## src/rtl/issue_scheduler.sv

```systemverilog
// Dual-issue scheduler: pairs fetched slots A/B onto two issue ports, splitting
// dependent or control/illegal pairs so slot B issues alone one cycle later.
//
// state | meaning
// PAIR  | accepting fetch packets, issuing one or two instructions per cycle
// SPLIT | slot B of the last packet is buffered and issues next on port 0
module issue_scheduler (
    input  logic        clk_i,
    input  logic        rst_i,
    input  logic        fetch_valid_i,
    output logic        fetch_ready_o,
    input  logic        a_valid_i,
    input  logic        b_valid_i,
    input  logic [31:0] a_inst_i,
    input  logic [31:0] b_inst_i,
    input  logic [4:0]  a_info_i,
    input  logic [4:0]  b_info_i,
    input  logic        stall_i,
    input  logic        flush_i,
    output logic        p0_valid_o,
    output logic [31:0] p0_inst_o,
    output logic [4:0]  p0_info_o,
    output logic        p1_valid_o,
    output logic [31:0] p1_inst_o,
    output logic [4:0]  p1_info_o,
    output logic [15:0] dual_cnt_o
);

    typedef enum logic {
        PAIR  = 1'b0,
        SPLIT = 1'b1
    } state_t;

    localparam int ILLEGAL  = 4;
    localparam int IS_CTRL  = 3;
    localparam int USES_RS1 = 2;
    localparam int USES_RS2 = 1;
    localparam int REGWRITE = 0;

    state_t      state, state_nxt;
    logic [31:0] buf_inst, buf_inst_nxt;
    logic [4:0]  buf_info, buf_info_nxt;

    logic        p0_valid_nxt, p1_valid_nxt;
    logic [31:0] p0_inst_nxt, p1_inst_nxt;
    logic [4:0]  p0_info_nxt, p1_info_nxt;
    logic        dual_load;
    logic        accept;

    logic [4:0]  a_rd, b_rd, b_rs1, b_rs2;
    logic        raw_hit, waw_hit, split;

    assign fetch_ready_o = (state == PAIR) && !stall_i && !flush_i;
    assign accept        = fetch_valid_i && fetch_ready_o;

    assign a_rd  = a_inst_i[11:7];
    assign b_rd  = b_inst_i[11:7];
    assign b_rs1 = b_inst_i[19:15];
    assign b_rs2 = b_inst_i[24:20];

    // x0 is hardwired zero, so it never carries a dependency
    assign raw_hit = a_info_i[REGWRITE] && (a_rd != 5'd0) &&
                     ((b_info_i[USES_RS1] && (b_rs1 == a_rd)) ||
                      (b_info_i[USES_RS2] && (b_rs2 == a_rd)));
    assign waw_hit = a_info_i[REGWRITE] && b_info_i[REGWRITE] &&
                     (a_rd != 5'd0) && (a_rd == b_rd);
    assign split   = raw_hit || waw_hit ||
                     a_info_i[IS_CTRL] || b_info_i[IS_CTRL] ||
                     a_info_i[ILLEGAL] || b_info_i[ILLEGAL];

    always_comb begin
        state_nxt    = state;
        buf_inst_nxt = buf_inst;
        buf_info_nxt = buf_info;
        p0_valid_nxt = p0_valid_o;
        p0_inst_nxt  = p0_inst_o;
        p0_info_nxt  = p0_info_o;
        p1_valid_nxt = p1_valid_o;
        p1_inst_nxt  = p1_inst_o;
        p1_info_nxt  = p1_info_o;
        dual_load    = 1'b0;

        if (flush_i) begin
            state_nxt    = PAIR;
            buf_inst_nxt = '0;
            buf_info_nxt = '0;
            p0_valid_nxt = 1'b0;
            p1_valid_nxt = 1'b0;
        end else if (!stall_i) begin
            p0_valid_nxt = 1'b0;
            p1_valid_nxt = 1'b0;
            case (state)
                SPLIT: begin
                    p0_valid_nxt = 1'b1;
                    p0_inst_nxt  = buf_inst;
                    p0_info_nxt  = buf_info;
                    state_nxt    = PAIR;
                end
                default: begin
                    if (accept) begin
                        if (a_valid_i) begin
                            p0_valid_nxt = 1'b1;
                            p0_inst_nxt  = a_inst_i;
                            p0_info_nxt  = a_info_i;
                            if (b_valid_i) begin
                                if (split) begin
                                    buf_inst_nxt = b_inst_i;
                                    buf_info_nxt = b_info_i;
                                    state_nxt    = SPLIT;
                                end else begin
                                    p1_valid_nxt = 1'b1;
                                    p1_inst_nxt  = b_inst_i;
                                    p1_info_nxt  = b_info_i;
                                    dual_load    = 1'b1;
                                end
                            end
                        end else if (b_valid_i) begin
                            p0_valid_nxt = 1'b1;
                            p0_inst_nxt  = b_inst_i;
                            p0_info_nxt  = b_info_i;
                        end
                    end
                end
            endcase
        end
    end

    always_ff @(posedge clk_i or posedge rst_i) begin
        if (rst_i) begin
            state      <= PAIR;
            buf_inst   <= '0;
            buf_info   <= '0;
            p0_valid_o <= 1'b0;
            p0_inst_o  <= '0;
            p0_info_o  <= '0;
            p1_valid_o <= 1'b0;
            p1_inst_o  <= '0;
            p1_info_o  <= '0;
            dual_cnt_o <= '0;
        end else begin
            state      <= state_nxt;
            buf_inst   <= buf_inst_nxt;
            buf_info   <= buf_info_nxt;
            p0_valid_o <= p0_valid_nxt;
            p0_inst_o  <= p0_inst_nxt;
            p0_info_o  <= p0_info_nxt;
            p1_valid_o <= p1_valid_nxt;
            p1_inst_o  <= p1_inst_nxt;
            p1_info_o  <= p1_info_nxt;
            if (dual_load && (dual_cnt_o != 16'hFFFF))
                dual_cnt_o <= dual_cnt_o + 16'd1;
        end
    end

endmodule
```

## config.mk

```make
export PLATFORM = sky130hd
export DESIGN_NAME = issue_scheduler
export DESIGN_NICKNAME = d
export VERILOG_FILES = /design/src/rtl/issue_scheduler.sv
export SDC_FILE = /design/constraint.sdc
export NUM_CORES = 1
export LEC_CHECK = 0
export ABC_AREA = 1
export CORE_ASPECT_RATIO = 0.8
export CORE_MARGIN = 3
export CORE_UTILIZATION = 45
export CTS_CLUSTER_SIZE = 20
export DETAILED_ROUTE_END_ITERATION = 8
export PLACE_DENSITY_LB_ADDON = 0.05
export SYNTH_ARGS = -nofsm -noshare
export SYNTH_HDL_FRONTEND = slang
export SYNTH_SLANG_ARGS = --single-unit
```

## constraint.sdc

```tcl
create_clock -name clk_i -period 4.3 [get_ports clk_i]
set_input_delay 0.43 -clock clk_i [delete_from_list [all_inputs] [get_ports clk_i]]
set_output_delay 0.43 -clock clk_i [all_outputs]
set_load 0.05 [all_outputs]
```

==> results.ini <==
[clock_tree]
cts_resized=0
clock_latency_ps=420
post-cts-setup-buffers=0
clockBufferDepth=2
postCtsHoldBufs=0
cts_max_level=4
cts.sink_count=130
cts_root_buf=clkbuf_16
path_clk_slew_ps=50
cts_buffers=17
cts_tree=yes

[synthesis]
synthCells=781
synth_area_mm2=0.00618
synth_top_area_cell=dfrtp_1
yosysWarnings=0
postSynthAreaPerCell_um2=7.92
ys_ff_latch=130
syn-num-nets=863
yosysMostFrequentCell=nand2_1
yosysSeqAreaShare_pct=52.6
synth_edf_count=0
synth_top_area_share_pct=52.6
post_synth_num_cell_types=24
synth-main-ff-cell=dfrtp_1
async_flop_share_pct=100
synth_common_cells=269 x nand2_1, 130 x dfrtp_1, 109 x o21ai_0
yosys-top-cells-area=dfrtp_1 53%, nand2_1 16%, o21ai_0 8.8%

[power_and_ir_drop]
ir_worst_vdd_v=0.000396
leakage_nw=4.20
p_seq_share_pct=36.8
internal_power_mw=2.64
p_sw_mw=1.21
fin_total_pwr_mw=3.84
combPwrFrac_pct=24.4
p_sw_share_pct=31.4
clock_power_share_pct=38.7
power_density_mw_per_mm2=445

[sta]
tightest_slew_ps=1120
tns_ps=0
max_freq_ghz=0.364
hold_slack_ps=478
hold_viol=0
finalSetupViolCount=0
layout_setup_ws_ps=1550
slew_headroom_pct=24.7
fin_crit_sh_pct=63.9
grt_setup_unrepaired=false
drv_slew=0
clock-skew-final_ps=7.91
period_needed_ps=2750

[worst_setup_path]
crit_type=input port to register
crit_slowest_cell=clkdlybuf4s50_1
cp.arrival_ps=3050
cp_common_cell=nand2_1
path_max_fanout=54
cpPeakStageDelay_ps=460
path_delay_family=simple AND/OR/NAND/NOR gates
cp.required_ps=4600
crit_buf_inv=3
critPathCaptureType=register
path_cells=clkdlybuf4s50_1 > or2_1 > nor2_2 > nand2_1 > nor3_4 > buf_4 > nand4_4 > buf_4 > nor2_4 > nand3_1 > nand2_1 > nand2_1
worst_setup_path_start_kind=input port

[routing]
vias=5915
routed_wirelength_um=18500
vias_per_cell=5.27
ant_nets=0
dr.pass1.iters=6
drtIter0Drc=635
drc=0
post_drt_wl_per_cell_um=16.5

[global_route]
grt_pass1_wl_um=29600
grt_overflow=0
antenna_found_initial=0
grt_pass1_vias=5524
grt_use_total_pct=25.0
grt_max_degree=118

[floorplanning]
die_area_mm2=0.0152
io_pins=174
rows=37
initial_utilization_pct=47.0
die_h_um=111
dieWidth_um=137
coreArea_mm2=0.0131

[layout]
final_layout_size_suffix_gt1_share_pct=5.06
antennaDiodeCount=0
nets=1018
area_growth_pct=39.7
fin_area_mm2=0.00864

[placement]
io_buffers=173
gp_congestion=0.832
dp_worst_setup_slack_ps=1190
placed_area_mm2=0.00803
post-dp-hpwl_um=13100

[run]
maxCapViolCount=0

[status]
status=finished, final reports clean

[hold_path]
min_path_type=register to register

[path summary, 6_finish.rpt]
path | start | end | slack, ps | cells after the start
min in group asynchronous | rst_i | p1_inst_o[20] | 620 | 2
max reg2reg | state | p0_inst_o[18] | 1790 | 5
min reg2reg | p0_info_o[1] | p0_info_o[1] | 480 | 2
max | stall_i | dual_cnt_o[14] | 1550 | 12
max in group asynchronous | rst_i | buf_info[3] | 2810 | 3
min | p0_info_o[1] | p0_info_o[1] | 480 | 2
[worst register-to-register path, cell delays in order, from the launching register on]
cell and delay (ps):
dfrtp_1 400, inv_2 60, buf_4 520, o21ai_0 240
nand2_2 870, o21ai_0 240
[power by group through the flow]
| stage | combinational, mW | sequential (mW) | clock (mW) |
|---|---|---|---|
| 2_1_floorplan | 0.187 | 1.79 | 0 |
| 3_3_place_gp | 0.930 | 1.43 | 0 |
| 3_5_place_dp | 0.940 | 1.43 | 0 |
| 4_1_cts | 0.943 | 1.41 | 1.51 |
| 5_1_grt | 0.995 | 1.43 | 1.56 |
| 6_report | 0.939 | 1.41 | 1.49 |
[sequential cells by signal (all words and copies together) (netlist names)]
| name | flops |
|---|---|
| buf_info | 5 |
| dual_cnt_o | 16 |
| p0_inst_o | 32 |
| p0_info_o | 5 |
| buf_inst | 32 |
| p0_valid_o | 1 |
| state | 1 |
| p1_inst_o | 32 |
| p1_valid_o | 1 |
| p1_info_o | 5 |
[logic make-up after synthesis]
kind of cell / share of synthesized area (%)
and+or+nand+nor: 28.2
AOI/OAI and AO/OA: 11.4
xor gates and xnor gates: 0.992
adders and majority gates: 0.202
DFF: 52.6
buffers and inverters: 6.58
[final cells by class]
class	instances	area, um2
clock buffer	20	447
clock inverter	11	161
fill	1114	4510
inverter	59	226
multi-input combinational	546	2530
sequential	130	3250
tap	175	219
timing repair buffer	182	1810
[cells in the final DEF, fill, tap and decap left out, types with 2 or more instances in the layout]
cell type        synthesis  final
buf_4                    2      8
nor2_1                  16     16
xor2_1                   2      2
inv_2                    1      2
nand4_1                 10     10
o211ai_1                21     21
clkdlybuf4s50_1          0    172
clkinv_2                 0      5
dfrtp_1                130    130
o21ai_0                109    109
nor3_1                   7      7
nand3_1                 98     98
inv_1                   58     56
clkbuf_1                31      2
nand3b_1                 2      2
bufinv_16                0      4
clkbuf_16                0     17
nand2_1                269    268
xnor2_1                  5      5
[metrics by stage]
stage	cells	util [%]
after global placement	1092	61.1
after detailed placement	1092	61.1
final	1123	65.7
after floorplan	781	-
after global routing	1123	65.7
after CTS	1123	65.7
[routing by layer]
layer  vias to the layer above  track usage [%]  share of wire (%)
met3                        16             5.67                7.9
met4                         0             5.78               0.97
met5                         -                0                  0
met2                       243             34.0                 42
met1                      2789             40.0                 49
li1                       2867                -                  -
Note: power is estimated with default switching activity, not from simulation.
